**src/rtl/if_fetch_queue.sv**
```systemverilog
// rtl/if_fetch_queue.sv - instruction fetch stage with prefetch queue; IF_PERF_EN adds perf counters
module if_fetch_queue #(
  parameter int              PC_W        = 24,
  parameter int              INSTR_W     = 16,
  parameter int              INSTR_BYTES = 4,
  parameter int              DEPTH       = 4,
  parameter int              BR_ABS      = 0,
  parameter logic [PC_W-1:0] RESET_PC    = '0
) (
  input  logic               clk,
  input  logic               rst,
  input  logic               br_taken,
  input  logic [PC_W-1:0]    br_offset,
  input  logic [PC_W-1:0]    br_pc,
  input  logic               freeze,
  output logic               imem_req,
  output logic [PC_W-1:0]    imem_addr,
  input  logic [INSTR_W-1:0] imem_rdata,
  output logic [INSTR_W-1:0] instr,
  output logic [PC_W-1:0]    instr_pc,
  output logic               instr_valid,
  input  logic               instr_ready,
  output logic [31:0]        fetch_count,
  output logic [31:0]        redirect_count
);

  localparam int AW = $clog2(DEPTH);
  localparam int CW = AW + 1;

  logic [PC_W-1:0]    r_fetch_pc;
  logic               r_inflight;
  logic [PC_W-1:0]    r_inflight_pc;
  logic [INSTR_W-1:0] r_mem_instr [DEPTH];
  logic [PC_W-1:0]    r_mem_pc    [DEPTH];
  logic [AW-1:0]      r_rd_ptr;
  logic [AW-1:0]      r_wr_ptr;
  logic [CW-1:0]      r_count;

  logic [CW-1:0]      w_occupancy;
  logic               w_req;
  logic               w_push;
  logic               w_pop;
  logic [PC_W-1:0]    w_target;

  // In-flight requests reserve a slot so a full queue can never be overrun,
  // and a pop this cycle is deliberately not treated as free space.
  assign w_occupancy = r_count + CW'(r_inflight);
  assign w_req       = !rst && !freeze && !br_taken && (w_occupancy < CW'(DEPTH));
  // A redirect squashes whatever response is arriving this cycle.
  assign w_push      = r_inflight && !br_taken;
  assign w_pop       = (r_count != '0) && instr_ready;
  assign w_target    = (BR_ABS != 0) ? br_offset : (br_pc + br_offset);

  assign imem_req    = w_req;
  assign imem_addr   = r_fetch_pc;
  assign instr       = r_mem_instr[r_rd_ptr];
  assign instr_pc    = r_mem_pc[r_rd_ptr];
  assign instr_valid = (r_count != '0);

  // Fetch PC, in-flight tracking and queue pointers; a redirect empties the queue.
  always_ff @(posedge clk) begin
    if (rst) begin
      r_fetch_pc <= RESET_PC;
      r_inflight <= 1'b0;
      r_rd_ptr   <= '0;
      r_wr_ptr   <= '0;
      r_count    <= '0;
    end else begin
      if (br_taken) begin
        r_fetch_pc <= w_target;
      end else if (w_req) begin
        r_fetch_pc <= r_fetch_pc + PC_W'(INSTR_BYTES);
      end
      r_inflight <= w_req;
      if (br_taken) begin
        r_rd_ptr <= '0;
        r_wr_ptr <= '0;
        r_count  <= '0;
      end else begin
        if (w_push) r_wr_ptr <= r_wr_ptr + AW'(1);
        if (w_pop)  r_rd_ptr <= r_rd_ptr + AW'(1);
        r_count <= r_count + CW'(w_push) - CW'(w_pop);
      end
    end
  end

  // PC of the outstanding request, paired with its data on return.
  always_ff @(posedge clk) begin
    if (w_req) r_inflight_pc <= r_fetch_pc;
  end

  // Queue storage; contents are only meaningful below the count.
  always_ff @(posedge clk) begin
    if (!rst && w_push) begin
      r_mem_instr[r_wr_ptr] <= imem_rdata;
      r_mem_pc[r_wr_ptr]    <= r_inflight_pc;
    end
  end

`ifdef IF_PERF_EN
  logic [31:0] r_fetch_count;
  logic [31:0] r_redirect_count;

  // Stored responses and redirect cycles, free-running with wrap.
  always_ff @(posedge clk) begin
    if (rst) begin
      r_fetch_count    <= '0;
      r_redirect_count <= '0;
    end else begin
      if (w_push)   r_fetch_count    <= r_fetch_count + 32'd1;
      if (br_taken) r_redirect_count <= r_redirect_count + 32'd1;
    end
  end

  assign fetch_count    = r_fetch_count;
  assign redirect_count = r_redirect_count;
`else
  assign fetch_count    = '0;
  assign redirect_count = '0;
`endif

endmodule

```
**config.mk**
```make
export PLATFORM = sky130hd
export DESIGN_NAME = if_fetch_queue
export DESIGN_NICKNAME = d
export VERILOG_FILES = /design/src/rtl/if_fetch_queue.sv
export SDC_FILE = /design/constraint.sdc
export NUM_CORES = 1
export LEC_CHECK = 0
export BUFFER_PORTS_ARGS = -buffer_cell sky130_fd_sc_hd__buf_2
export CORE_MARGIN = 4
export CORE_UTILIZATION = 50
export DETAILED_ROUTE_END_ITERATION = 12
export GPL_TIMING_DRIVEN = 0
export PLACE_DENSITY = 0.75
export SLEW_MARGIN = 20
export SYNTH_ARGS = -nofsm -noshare
export SYNTH_HDL_FRONTEND = slang
export SYNTH_SLANG_ARGS = --single-unit
export TNS_END_PERCENT = 20
```
**constraint.sdc**
```tcl
create_clock -name clk -period 5.65 [get_ports clk]
set_input_delay 1.13 -clock clk [delete_from_list [all_inputs] [get_ports clk]]
set_output_delay 1.13 -clock clk [all_outputs]
set_load 0.1 [all_outputs]
```
### Word-level counts from Yosys, hierarchy flattened

Memory sizes are Yosys's and may differ from the RTL's. A register that Yosys moved wholly into a read port is not among the register bits.
Cells that the tools add are included.

| word-level totals | value |
|---|---|
| bits in registers | 56 |
| RAM bits | 160 |
| input port bits | 69 |
| output and inout bits | 130 |
| word-level logic and storage cells | 36 |
| memories | 2 |

| cells by class | value |
|---|---|
| add/subtract/negate cells | 7 |
| order comparisons | 1 |
| muxes and demuxes | 8 |
| reductions and logical operators | 12 |

Memory list:

| name | words | bits a word | read ports | clocked after memory_dff | write ports | line | RTL |
|---|---|---|---|---|---|---|---|
| r_mem_pc | 4 | 24 | 1 | 1 | 1 | 34 | `logic [PC_W-1:0] r_mem_pc [DEPTH];` |
| r_mem_instr | 4 | 16 | 1 | 1 | 1 | 33 | `logic [INSTR_W-1:0] r_mem_instr [DEPTH];` |

Operators with widths:

| kind | count |
|---|---|
| $mux 24 | 2 |
| $add 24x24->24 | 1 |
| $add 24x3->24 const B | 1 |
| $mux 2 | 4 |
| $add 3x1->3 | 2 |
| $logic_and 1x1->1 | 6 |
| $add 2x1->2 const B | 2 |
| $logic_not 1->1 | 3 |
| $lt 3x3->1 const B | 1 |
| $reduce_bool 3->1 | 1 |
| $sub 3x1->3 | 1 |
| $mux 1 | 2 |
| $reduce_bool 2->1 | 1 |
| $reduce_or 2->1 | 1 |

### Longest topological paths before layout

| logic depth | value |
|---|---|
| word-level depth | 6 |
| gate-level depth with buffers | 10 |
| mapped depth without buffers | 8 |

### Least setup slack after synthesis

Ideal clock, no wire load.

| timing | value |
|---|---|
| path type | in2out |
| start | input rst |
| end | output imem_req |
| arrival | 2.969 ns |
| data required time | 4.520 ns |
| slack | 1.551 ns |
| stages on the path | 4 |
| buffers on the path | 2 |
| cell sequence | buf_1 > nor2_1 > clkbuf_1 > and2_1 |

| on the way | value |
|---|---|
| cells in the longest elaborated chain, start to end | 4 |

RTL lines:

| element | line | RTL |
|---|---|---|
| from (decl) | 11 | `input logic rst,` |
| $logic_not 1->1 | 48 | `assign w_req = !rst && !freeze && !br_taken && (w_occupancy < CW'(DEPTH));` |
| $logic_and 1x1->1 (3 in series) | 48 |  |
| to (decl) | 16 | `output logic imem_req,` |

No other way between the ends.

### Worst setup path after layout

Ends and elaborated chain as after synthesis.

==> results.md <==
* Outcome: finished, final reports clean
* Antenna violations before repair at 1
* Crit Path Max Fanout at 25
* Max Cap Viol at 0
* Global-route wire length before repair at 29300 um
* Post-synthesis sequential area ratio at 62.3%
* Via density at 5.07
* Clock skew at 0.0117 ns
* Crit path launch type: primary input
* XOR/XNOR share of the synthesized area at 3.34%
* Unrepaired setup endpoints after global routing: false
* Main combinational cell family by area after synthesis: multiplexers
* Initial core utilization at 51.0%
* Syn-to-layout area delta at 20.3%
* I/O pin count at 199
* DIE AREA at 22200 um^2
* EDFF count, synth at 184
* # setup viols final at 0
* CP Capture Type: output port
* Yosys cell types at 61
* Worst-path clk slew at 0.06 ns
* Largest net degree at the start of global routing at 27
* Nets at 991
* GR Overflow Total at 0
* Gr usage total at 16.4%
* Core Area at 19500 um^2
* Clk buf depth at 3
* H-tree Lvls at 1
* Post-synth ARST share at 0%
* Worst IR drop on VDD at 0.135 mV
* Measured slew at the worst slew-check pin at 0.752 ns
* GRT met1 Usage at 22.2%
* Routability cong. at 0.825
* YS warnings at 0
* Simple-Gate Fraction of Synth Area at 7.75%
* Prevailing post-synth register cell: edfxtp_1
* Multiplexer area fraction after synthesis at 9.75%
* # port buffers at 133
* Post-synthesis adder-cell area fraction at 4.17%
* ANT nets after route at 0
* Min-Delay Path Class: reg2reg
* Top post-synthesis cells by count: 184 x edfxtp_1, 65 x buf_4, 46 x nor2_1
* P_leak at 0.00458 uW
* Reg2Reg Setup Slack at 3.14 ns
* Met3 GRT Util at 3.86%
* Drt total wl at 18900 um
* Worst path arrival time at 3.15 ns
* Post-layout min period at 4.28 ns
* # diodes at 0
* DR vias at 5927
* DRC at 0
* Mapped Cells at 667
* Die Y-Extent at 149 um
* Total CTS buffers at 21
* GR peak layer: met2
* Yosys reg bits at 218
* Post-Synthesis Cell Area at 9960 um^2
* Post-synth top area cell: edfxtp_1
* CTS-repair resized insts at 0
* DRT Pass-1 Iters at 5
* CTS root buf: clkbuf_16
* Chip width at 149 um
* Final core occ at 61.3%
* Synth Area in Compound Gates at 6.52%
* Max-slew violation total from the final report at 0
* Wire per inst at 16.2 um
* GR Util met2 at 27.6%
* Power per cell area at 324 nW/um^2
* Number of global-route vias before repair at 5643
* Worst setup path class: in2out
* Fill count at 1571
* Setup TNS at 0 ns
* Hold_buf cts at 0
* Worst EP required at 4.52 ns
* CTS tree: yes
* Pwr Total at 3870 uW
* Synthesized area per cell at 14.9 um^2
* Setup bufs post-CTS at 0
* FF-to-FF Start: imem_addr[5]$_SDFFE_PP0N_
* Crit. Startpoint: rst
* FMAX at 0.234 GHz
* Row count at 51
* Post-synth top area share at 55.5%
* Hpwl dp at 13800 um
* Final worst-path cycle share at 75.8%
* Top cells by area, synth: edfxtp_1 55%, mux4_2 9.0%, dfxtp_1 6.8%, buf_4 4.9%, ha_1 3.8%
* Initial drt markers at 333
* Worst skew pair latency at 0.49 ns
* Share of layout cells above drive strength 1 at 32.9%
* Fin. Hold Viols at 0
* Worst slew margin at 49.5%
* CTS Sinks at 218
* Worst Min Path Start: imem_addr[0]$_SDFFE_PP0P_
* Count leader, synth: edfxtp_1
## registers in the layout, summed over array words and instances, names as in the netlist, named ones only
register,flops
imem_addr,24
r_wr_ptr,2
r_mem_instr,64
r_inflight_pc,24
r_rd_ptr,2
r_inflight,1
r_mem_pc,96
r_count,3
## final cells by class
type	count	area, um^2	area share, %
clock inverters	8	114	0.951
repair buffers	137	753	6.29
well taps	265	332	2.77
multi-input cells	417	3390	28.3
plain buffers	85	571	4.76
flip-flops and latches	218	6210	51.8
clock buffers	29	576	4.81
inverters	10	37.5	0.313
## worst paths after layout
path | to | cells past startpoint
max | imem_req | 6
min | r_inflight_pc[0]$_DFFE_PP_ | 0
max reg2reg | imem_addr[20]$_SDFFE_PP0N_ | 6
min reg2reg | r_inflight_pc[0]$_DFFE_PP_ | 0
## metrics by stage
step / cells / worst slack [ns] / hold WS, ns / instance area (um^2)
2_1_floorplan: 730 / 1.55 / 0.459 / 10200
3_3_place_gp: 1128 / 1.01 / 0.441 / 11200
6_report: 1169 / 1.37 / 0.463 / 12000
4_1_cts: 1169 / 0.955 / 0.460 / 12000
3_5_place_dp: 1132 / 0.956 / 0.446 / 11300
5_1_grt: 1169 / 1.16 / 0.481 / 12000
## critical path: stages
cell	delay (ns)
buf_2	0.12
buf_1	0.22
nor2_1	0.18
clkbuf_1	0.35
and2_2	0.61
buf_2	0.53
## layout by cell type (no fill, tap or decap), types with 3 or more instances in the layout
cell,instances
nor2b_1,3
inv_1,10
a211o_1,4
clkbuf_16,21
or3_1,3
a21o_1,6
o21ai_0,11
buf_4,65
buf_1,4
buf_2,138
nor3_1,5
dfxtp_1,34
xor2_1,12
buf_12,3
o211ai_1,4
nand4_1,19
nand2b_1,3
edfxtp_1,184
ha_1,30
clkinv_2,4
a311oi_1,3
mux4_2,40
nand2_1,27
a21oi_1,22
nand3_1,14
and3_2,4
clkbuf_1,16
mux2i_1,7
xnor2_1,26
bufinv_16,3
nor2_1,46
a31oi_1,3
conb_1,64
a211oi_1,9
and2_1,5
and3_1,5
## kinds of logic after synthesis
group / Yosys count
adders and majority gates: 32
xor gates and xnor gates: 38
muxes: 47
AOI/OAI and AO/OA: 87
other: 1
buffers and inverters: 95
DFF: 218
and+or+nand+nor: 149
## metal layers
| layer | vias up | share of wire (%) |
|---|---|---|
| li1 | 2893 | - |
| met1 | 2809 | 42 |
| met2 | 203 | 49 |
| met3 | 20 | 7.9 |
| met4 | 2 | 1.1 |
| met5 | - | 0.037 |
## where the power goes
| group | internal (uW) | switching [uW] |
|---|---|---|
| clock | 848 | 544 |
| combinational | 157 | 518 |
| sequential | 1770 | 34.9 |
| total | 2780 | 1100 |
Power figures use the tool's default switching activity.
